[config.mk]
export PLATFORM = sky130hd
export DESIGN_NAME = sincronizador_antirrebote
export DESIGN_NICKNAME = d
export VERILOG_FILES = /design/src/rtl/sincronizador_antirrebote.sv
export SDC_FILE = /design/constraint.sdc
export NUM_CORES = 1
export LEC_CHECK = 0
export CAP_MARGIN = 15
export CORE_MARGIN = 5
export CORE_UTILIZATION = 40
export CTS_CLUSTER_SIZE = 12
export DETAILED_ROUTE_END_ITERATION = 6
export GPL_TIMING_DRIVEN = 0
export HOLD_SLACK_MARGIN = 0.1
export PLACE_DENSITY = 0.7
export SLEW_MARGIN = 20
export SYNTH_ARGS = -nofsm -noshare
export SYNTH_HDL_FRONTEND = slang
export SYNTH_SLANG_ARGS = --single-unit
[constraint.sdc]
create_clock -name clk -period 1.1 [get_ports clk]
set_input_delay 0.33 -clock clk [delete_from_list [all_inputs] [get_ports clk]]
set_output_delay 0.33 -clock clk [all_outputs]
set_load 0.1 [all_outputs]
[src/rtl/sincronizador_antirrebote.sv]
// sincronizador_antirrebote: per-channel synchroniser, debouncer and rise/fall pulse generator.
// Optional auto-repeat of rise pulses while held: define SINCRONIZADOR_AUTOREPEAT_EN.
module sincronizador_antirrebote #(
    parameter int N_CH          = 5,
    parameter int SYNC_STAGES   = 2,
    parameter int DB_CYCLES     = 16,
    parameter int REPEAT_DELAY  = 1000,
    parameter int REPEAT_PERIOD = 250
) (
    input  logic            clk,
    input  logic            rst,
    input  logic [N_CH-1:0] din,
    output logic [N_CH-1:0] level,
    output logic [N_CH-1:0] rise,
    output logic [N_CH-1:0] fall
);
    localparam int CW = (DB_CYCLES > 1) ? $clog2(DB_CYCLES) : 1;
    localparam logic [CW-1:0] CNT_LAST = CW'(DB_CYCLES - 1);
    genvar i;
    for (i = 0; i < N_CH; i++) begin : g_ch
        logic [SYNC_STAGES-1:0] r_sync;
        logic [CW-1:0]          r_cnt;
        logic                   r_level;
        logic                   r_rise;
        logic                   r_fall;
        logic                   w_s;
        logic                   w_diff;
        logic                   w_accept;
        logic                   w_rep_fire;
        assign w_s      = r_sync[SYNC_STAGES-1];
        assign w_diff   = w_s != r_level;
        assign w_accept = w_diff && (r_cnt == CNT_LAST);
`ifdef SINCRONIZADOR_AUTOREPEAT_EN
        localparam int RMAX = (REPEAT_DELAY > REPEAT_PERIOD) ? REPEAT_DELAY : REPEAT_PERIOD;
        localparam int RW   = $clog2(RMAX + 1);
        logic [RW-1:0] r_rep_cnt;
        logic          r_rep_phase;
        logic [RW-1:0] w_rep_last;
        // Phase 0 waits the initial delay after the real rise, phase 1 the period.
        assign w_rep_last = r_rep_phase ? RW'(REPEAT_PERIOD - 1) : RW'(REPEAT_DELAY - 1);
        assign w_rep_fire = r_level && !w_accept && (r_rep_cnt == w_rep_last);
        always_ff @(posedge clk or negedge rst) begin
            if (!rst) begin
                r_rep_cnt   <= '0;
                r_rep_phase <= 1'b0;
            end else if (!r_level || w_accept) begin
                r_rep_cnt   <= '0;
                r_rep_phase <= 1'b0;
            end else if (w_rep_fire) begin
                r_rep_cnt   <= '0;
                r_rep_phase <= 1'b1;
            end else begin
                r_rep_cnt   <= r_rep_cnt + 1'b1;
            end
        end
`else
        assign w_rep_fire = 1'b0;
`endif
        always_ff @(posedge clk or negedge rst) begin
            if (!rst) begin
                r_sync  <= '0;
                r_cnt   <= '0;
                r_level <= 1'b0;
                r_rise  <= 1'b0;
                r_fall  <= 1'b0;
            end else begin
                r_sync  <= {r_sync[SYNC_STAGES-2:0], din[i]};
                r_cnt   <= (w_diff && !w_accept) ? r_cnt + 1'b1 : '0;
                r_level <= w_accept ? w_s : r_level;
                r_rise  <= (w_accept && w_s) || w_rep_fire;
                r_fall  <= w_accept && !w_s;
            end
        end
        assign level[i] = r_level;
        assign rise[i]  = r_rise;
        assign fall[i]  = r_fall;
    end
endmodule
# After elaboration in Yosys (flattened, before gate mapping)
# Index checks and enable logic that the tools add are counted.
# Widths: inputs -> output; s select.
[totals]
ram_bits = 0
out_inout_bits = 15
memories = 0
in_bits = 7
romBits = 0
word_cells = 75
regBits = 45
latch_bits = 0
[classes]
addsub = 5
n_mul = 0
n_eq_ne = 10
div = 0
shift = 0
mux = 5
order_cmp = 0
bitwise = 0
reduce_logical = 30
[op_table]
columns = ["operator", "n"]
rows = [
  ["$add 4x1->4 const B", 5],
  ["$eq 4x4->1 const B", 5],
  ["$logic_and 1x1->1", 20],
  ["$mux 4", 5],
  ["$logic_not 1->1", 10],
  ["$ne 1x1->1", 5],
]

# Depth between registers and ports, before layout
# Gate-level depths: netlist of the first run.
[logic_depth]
ltp_word = 5
ltp_mapped = 4
ltp_nobuf = 4

# Worst setup path after synthesis of the first run
# OpenSTA, ideal clock, no wires.
[synth_path]
path_type = "register -> register"
start = "register g_ch[3].r_cnt[0]"
end = "register g_ch[3].r_level"
n_path_buf = 0
path_stages_with_launch = 4
t_arrival_ns = 1.030
synth_period_minus_slack_ns = 1.155
slack_ns = -0.055
required_time_ns = 0.975
path_cell_list = "dfrtp_1 -> ha_1 -> nand3_4 -> mux2_4"
[synth_between]
elab_chain_cells = 2
[synth_lines]
columns = ["element", "line_no", "rtl"]
rows = [
  ["from (decl)", "22", "logic [CW-1:0] r_cnt;"],
  ["from (signal assigned)", "68", "r_cnt <= (w_diff && !w_accept) ? r_cnt + 1'b1 : '0;"],
  ["$eq 4x4->1", "32", "assign w_accept = w_diff && (r_cnt == CNT_LAST);"],
  ["$logic_and 1x1->1", "32", ""],
  ["to (signal assigned)", "69", "r_level <= w_accept ? w_s : r_level;"],
  ["to (decl)", "23", "logic r_level;"],
]
# Every way passes these cells.
# A chain may end at the register's enable or synchronous reset.

# Final worst setup path of the first run
[layout_path]
start = "register g_ch[0].r_level"
end = "output port level[0]"
[layout_lines]
columns = ["element", "line_no", "rtl"]
rows = [
  ["from (decl)", "23", ""],
  ["from (signal assigned)", "69", ""],
  ["to (decl)", "13", "output logic [N_CH-1:0] level,"],
]
# No word-level cell between the ends.

==> results.toml, run 1 <==
[outcome]
status = "finished with violations"
violations = "negative setup slack"

[drt]
routed_wl_um = 2993
drt_iter0_drc = 51
ant_nets = 0
via_count = 1043
via_per_inst = 4.535
drc = 0
dr.pass1.iters = 2
wl_per_cell_um = 13.01

[layout]
postLayoutCoreUtil_pct = 59.74
area_delta_synth_final_pct = 42.90
drive_gt1_share_pct = 45.51
nets = 190
antenna_cells = 0
num-fill-cells = 334

[logic_synthesis]
synth_cells = 135
yosys.area.top_type_share_pct = 60.61
synth_cell_type_count = 12
synth.avg_cell_area_um2 = 13.76
yosysSeqAreaShare_pct = 60.61
synth_compound_area_share_pct = 0
synth-simple-area-share_pct = 17.85
synth-xor-area-share_pct = 7.071
synth_nets = 147
yosysWarnings = 0
synth_seq_cells = 45
ys_top_cells_by_area = "dfrtp_1 (61%), buf_4 (6.1%), nand3_4 (4.7%)"
synth_area_leader_cell = "dfrtp_1"
synth_top_family_by_area = "simple AND/OR/NAND/NOR gates"
synthAdderAreaFrac_pct = 3.367
muxShareOfSynthArea_pct = 4.040
netlist_area_mm2 = 0.001858

[grt]
globalRouteOverflowTotal = 0
grt_pass1_vias = 1198
grt_max_degree = 30
grt_pass1_wl_um = 5119
grt_antenna_before_repair = 0
grt_use_total_pct = 10.86

[critical_path]
crit_path_max_fanout = 2
cp-end-kind = "output pin"
critPathLaunchType = "flip-flop"
r2r_end = "g_ch[3].r_level$_DFFE_PN0P_"
crit_type = "reg2out"
worstPathArrival_ps = 970
r2r_start = "g_ch[3].r_cnt[1]$_DFF_PN0_"
r2r_cells = 3
crit_required_ps = 770
r2r_slack_ps = -10
cp-endpoint = "level[0]"
crit_start = "g_ch[0].r_level$_DFFE_PN0P_"

[cts]
insertion_delay_ps = 290
htreeDepth = 2
clock-sinks = 45
cts_buffers = 5
cts.path.max_buffers = 2
cts_tree = "built"
root_buffer = "clkbuf_8"
path_clk_slew_ps = 70

[floorplanning]
fp.dieArea_mm2 = 0.006108
core-area_mm2 = 0.004444
rows = 24
ios = 22
initial_core_util_pct = 41.81
die_height_um = 78.16
fp.dieW_um = 78.16

[placed_design]
place.detailed.hpwl_um = 1937
gp_congestion = 0.6879
io_buffers = 21

[worst_hold_path]
hold_path.class = "reg2reg"
hold_path_depth = 0

[power]
powerDensity_mw_per_mm2 = 1143
peakVddDrop_mv = 0.4359
finalPower_uw = 3036
leakage_uw = 0.001203

[timing]
fin_crit_ps = 1302
max_freq_mhz = 767.9
finalHoldViolCount = 0
fin_worst_skew_ps = 2.836
rsz0062_at_grt = "true"
hold_ws_ps = 353.1
fin_crit_sh_pct = 118.4
relSlewSlack_pct = 83.17
slew_viol_final = 0
worst_pin_slew_ps = 252.4
fin_ws_ps = -202.2
setup_viol = 16

[run]
max_cap_viol_count = 0
-- cell families (layout without fill, tap and decap cells) --
family	count (synthesis)	after routing
XOR/XNOR	15	15
multiplexers	5	5
AND/OR/NAND/NOR	45	45
adder cells (fa/ha/maj)	5	5
flip-flops	45	45
buffers and inverters	20	63
-- state kept, by name, indices dropped and copies added (netlist names) --
name          count
g_ch.r_cnt       20
g_ch.r_sync      10
g_ch.r_fall       5
g_ch.r_level      5
g_ch.r_rise       5
-- cell type report --
type	count	area [µm²]	share of cell area, %
well taps	52	65.06	2.451
inverters	5	18.77	0.7069
multi-input cells	70	742.0	27.95
clock buffers	7	86.33	3.252
flip-flops and latches	45	1126	42.41
plain buffers	5	56.30	2.121
repair buffers	46	560.5	21.11
-- power breakdown --
part | leakage (µW) | internal [µW] | switching (µW)
clock network | 0.0000443 | 498 | 490
logic | 0.000566 | 152 | 108
registers | 0.000593 | 1720 | 70.8
-- per-stage QoR --
stage / setup WS, ps / instance area (µm²) / instances / TNS (ps)
finish: -202.2 / 2655 / 230 / -1889
global route: -244.0 / 2655 / 230 / -2427
CTS: -205.7 / 2546 / 228 / -2056
detailed placement: -905.6 / 2161 / 209 / -12040
global placement: -1370 / 2146 / 208 / -73370
floorplan: -8.997 / 1871 / 135 / -8.997
-- metal layers --
layer / GRT usage [%] / vias up / routed length, µm
li1: - / 500 / -
met1: 10.33 / 516 / 1051
met2: 20.72 / 21 / 1767
met3: 2.975 / 6 / 125
met4: 6.294 / 0 / 49
met5: 0 / - / 0
-- worst min-delay path by stage --
stage                                     start                           to
floorplan                                   rst   g_ch[0].r_cnt[0]$_DFF_PN0_
global placement    g_ch[4].r_sync[0]$_DFF_PN0_  g_ch[4].r_sync[1]$_DFF_PN0_
detailed placement                          rst   g_ch[2].r_cnt[2]$_DFF_PN0_
CTS                 g_ch[4].r_sync[0]$_DFF_PN0_  g_ch[4].r_sync[1]$_DFF_PN0_
global route        g_ch[4].r_sync[0]$_DFF_PN0_  g_ch[4].r_sync[1]$_DFF_PN0_
finish              g_ch[4].r_sync[0]$_DFF_PN0_  g_ch[4].r_sync[1]$_DFF_PN0_
-- Yosys cell counts --
master,count
nor2_1,20
inv_1,5
nand3_1,5
buf_4,15
dfrtp_1,45
nand2b_4,5
xor2_1,5
mux2_4,5
ha_1,5
nor3b_1,10
nand3_4,5
xnor2_1,10
-- cells in the final DEF (no fill, tap or decap), drive strengths merged --
cell type      instances
nand2b                 5
dlygate4sd3            1
ha                     5
nor3b                 10
dfrtp                 45
nand3                 10
buf                   44
mux2                   5
xnor2                 10
clkdlybuf4s50          5
nor2                  20
inv                    5
clkbuf                 8
xor2                   5
-- critical path: stages (launching register included) --
cell and delay [ps]:
dfrtp_1 400, buf_6 130, buf_12 150
-- what timing repair did --
action                     in CTS  in global routing
gates resized for setup       144                 14
hold endpoints to repair       16                  0
buffers inserted               21                  3
hold buffers                    1                  0
pin swaps                       5                  4
setup endpoints to repair      20                 42
Note: power is estimated with default switching activity, not from simulation.
==> run 2: changes to the inputs <==
- ABC_AREA: default -> 1
==> run 2 against run 1 <==
  * The flow still finishes with violations (negative setup slack)
  * Sequential cell count unchanged
  * Synthesized cell count up 30%
  * Critical path depth down 1
  * Highest routed layer unchanged
==> results.toml, run 2 <==
[drt]
routed_wl_um = 2548
dr.pass1.iters = 4
drc = 0
ant_nets = 0
drt_iter0_drc = 64
via_count = 1125
via_per_inst = 4.482
wl_per_cell_um = 10.15

[cts]
insertion_delay_ps = 290
root_buffer = "clkbuf_8"
cts_buffers = 5
htreeDepth = 2
path_clk_slew_ps = 80
cts_tree = "built"
clock-sinks = 45
cts.path.max_buffers = 2

[logic_synthesis]
synth.avg_cell_area_um2 = 10.33
yosys_most_used_dff = "dfrtp_1"
netlist_area_mm2 = 0.001808
yosysWarnings = 0
synth_commonest_cells = "dfrtp_1 (45), nand2_1 (30), nor2_1 (30)"
synth_area_leader_cell = "dfrtp_1"
synth_nets = 187
yosysSeqAreaShare_pct = 62.28
synth_cell_type_count = 12
synth-async-reset-ratio_pct = 100.0
synth_edf_count = 0
yosys.area.top_type_share_pct = 62.28
ys_top_cells_by_area = "dfrtp_1 (62%), buf_4 (6.2%), nand2_1 (6.2%)"
synth_cells = 175
synth_seq_cells = 45
yosys.cell_count.top_type = "dfrtp_1"

[power]
powerDensity_mw_per_mm2 = 1261
p_int_uw = 2249
pwr-share-seq_pct = 60.7
p_comb_share_pct = 6.6
swShare_pct = 22.84
leakage_uw = 0.001099
switchingPower_uw = 665.7
pwr-share-clk_pct = 32.7
peakVddDrop_mv = 0.6859

[timing]
finalHoldViolCount = 0
rsz0062_at_grt = "true"
fin_worst_skew_ps = 5.232
setup_viol = 15
hold_ws_ps = 350.6
slew_viol_final = 0
max_freq_mhz = 821.1
worst_pin_slew_ps = 320.3
fin_crit_ps = 1218
fin_crit_sh_pct = 110.7
fin_ws_ps = -117.9
relSlewSlack_pct = 78.65

[grt]
busiest_layer = "met2"
grt_pass1_wl_um = 4512
globalRouteOverflowTotal = 0
grt_antenna_before_repair = 0
use_met2_pct = 15.57
use_met1_pct = 10.91
grt_max_degree = 25
grt_use_total_pct = 9.328
use_met3_pct = 2.927
grt_pass1_vias = 1078

[placed_design]
place.detailed.hpwl_um = 1824
gp_congestion = 0.6928
io_buffers = 21
dp_slack_ps = -856.0

[critical_path]
worstPathArrival_ps = 890
crit_path_max_fanout = 2
cp_top_family = "flip-flops"
cpPeakStageDelay_ps = 420
cp.depth = 1
cp-end-kind = "output pin"
critPathLaunchType = "flip-flop"
crit_slowest_cell = "dfrtp_1"
crit_chain = "buf_12"
crit_required_ps = 770
crit_buf_inv = 1
r2r_cells = 4
crit_type = "reg2out"

[layout]
antenna_cells = 0
largest_register = "g_ch.r_cnt"
final_common_cell = "dfrtp_1"
top_regs = "g_ch.r_cnt x20, g_ch.r_sync x10"
largest_register_ffs = 20
drive_gt1_share_pct = 23.62
nets = 210
area_delta_synth_final_pct = 27.82
num-fill-cells = 380
final_cell_mix = "dfrtp_1 (45), nand2_1 (30), nor2_1 (30), inv_1 (20), buf_12 (15)"

[floorplanning]
initial_core_util_pct = 41.24
ios = 22
core-area_mm2 = 0.004384
die_height_um = 77.23
rows = 24
fp.dieW_um = 77.23
fp.dieArea_mm2 = 0.005964

[worst_hold_path]
hold_path.class = "reg2reg"
hold_path_depth = 0

[run]
max_cap_viol_count = 0

[outcome]
violations = "negative setup slack"
status = "finished with violations"
[run 2: timing repair]
item	CTS	global route
endpoints found under the hold margin	21	0
endpoints found under the setup margin	15	56
setup buffers	5	3
hold buffers	1	0
pin swaps	0	0
gates resized for setup	135	6
[run 2: metrics by stage]
| step | power [µW] | util [%] | std cells | instance area, µm² | TNS [ps] |
|---|---|---|---|---|---|
| 6_report | 2915 | 52.71 | 251 | 2311 | -1478 |
| 3_3_place_gp | 1963 | 47.52 | 248 | 2083 | -77200 |
| 2_1_floorplan | 1891 | - | 175 | 1808 | 0 |
| 3_5_place_dp | 1977 | 48.03 | 249 | 2106 | -11750 |
| 4_1_cts | 2957 | 51.86 | 248 | 2273 | -1727 |
| 5_1_grt | 3076 | 52.71 | 251 | 2311 | -1947 |
[run 2: power by group through the flow]
stage | combinational [µW] | clock, µW | sequential (µW)
after floorplan | 101 | 0 | 1790
after global placement | 164 | 0 | 1800
after detailed placement | 177 | 0 | 1800
after CTS | 182 | 1010 | 1770
after global routing | 232 | 1070 | 1780
final | 193 | 954 | 1770
[run 2: area by class of cell]
| cell class | count | area [µm²] | share of cell area [%] |
|---|---|---|---|
| well taps | 52 | 65.06 | 2.815 |
| repair buffers | 31 | 455.4 | 19.71 |
| clock inverters | 2 | 10.01 | 0.4331 |
| flip-flops and latches | 45 | 1126 | 48.73 |
| multi-input cells | 95 | 506.7 | 21.93 |
| inverters | 20 | 75.07 | 3.249 |
| clock buffers | 6 | 72.57 | 3.140 |
[run 2: final timing paths]
kind	startpoint	slack, ps	end
worst max register to register	g_ch[1].r_cnt[0]$_DFF_PN0_	80	g_ch[1].r_cnt[0]$_DFF_PN0_
worst max-delay path	g_ch[1].r_level$_DFFE_PN0P_	-120	level[1]
worst min register to register	g_ch[4].r_sync[0]$_DFF_PN0_	350	g_ch[4].r_sync[1]$_DFF_PN0_
worst min-delay path	g_ch[4].r_sync[0]$_DFF_PN0_	350	g_ch[4].r_sync[1]$_DFF_PN0_
max in group asynchronous	rst	190	g_ch[2].r_cnt[1]$_DFF_PN0_
min in group asynchronous	rst	500	g_ch[3].r_fall$_DFF_PN0_
[run 2: logic make-up (layout without fill, tap and decap cells)]
kind of cell	count (synthesis)	after routing	synth area share (%)
and+or+nand+nor	80	80	20.07
DFF	45	45	62.28
buffers and inverters	35	59	10.38
adders and majority gates	5	5	3.460
AOI/OAI and AO/OA	5	5	1.384
xor gates and xnor gates	5	5	2.422
[run 2: metal layers]
| metal | share of wire (%) | wire length, µm |
|---|---|---|
| met1 | 44 | 1109 |
| met2 | 49 | 1259 |
| met3 | 5.1 | 129 |
| met4 | 2.0 | 50 |
| met5 | 0 | 0 |
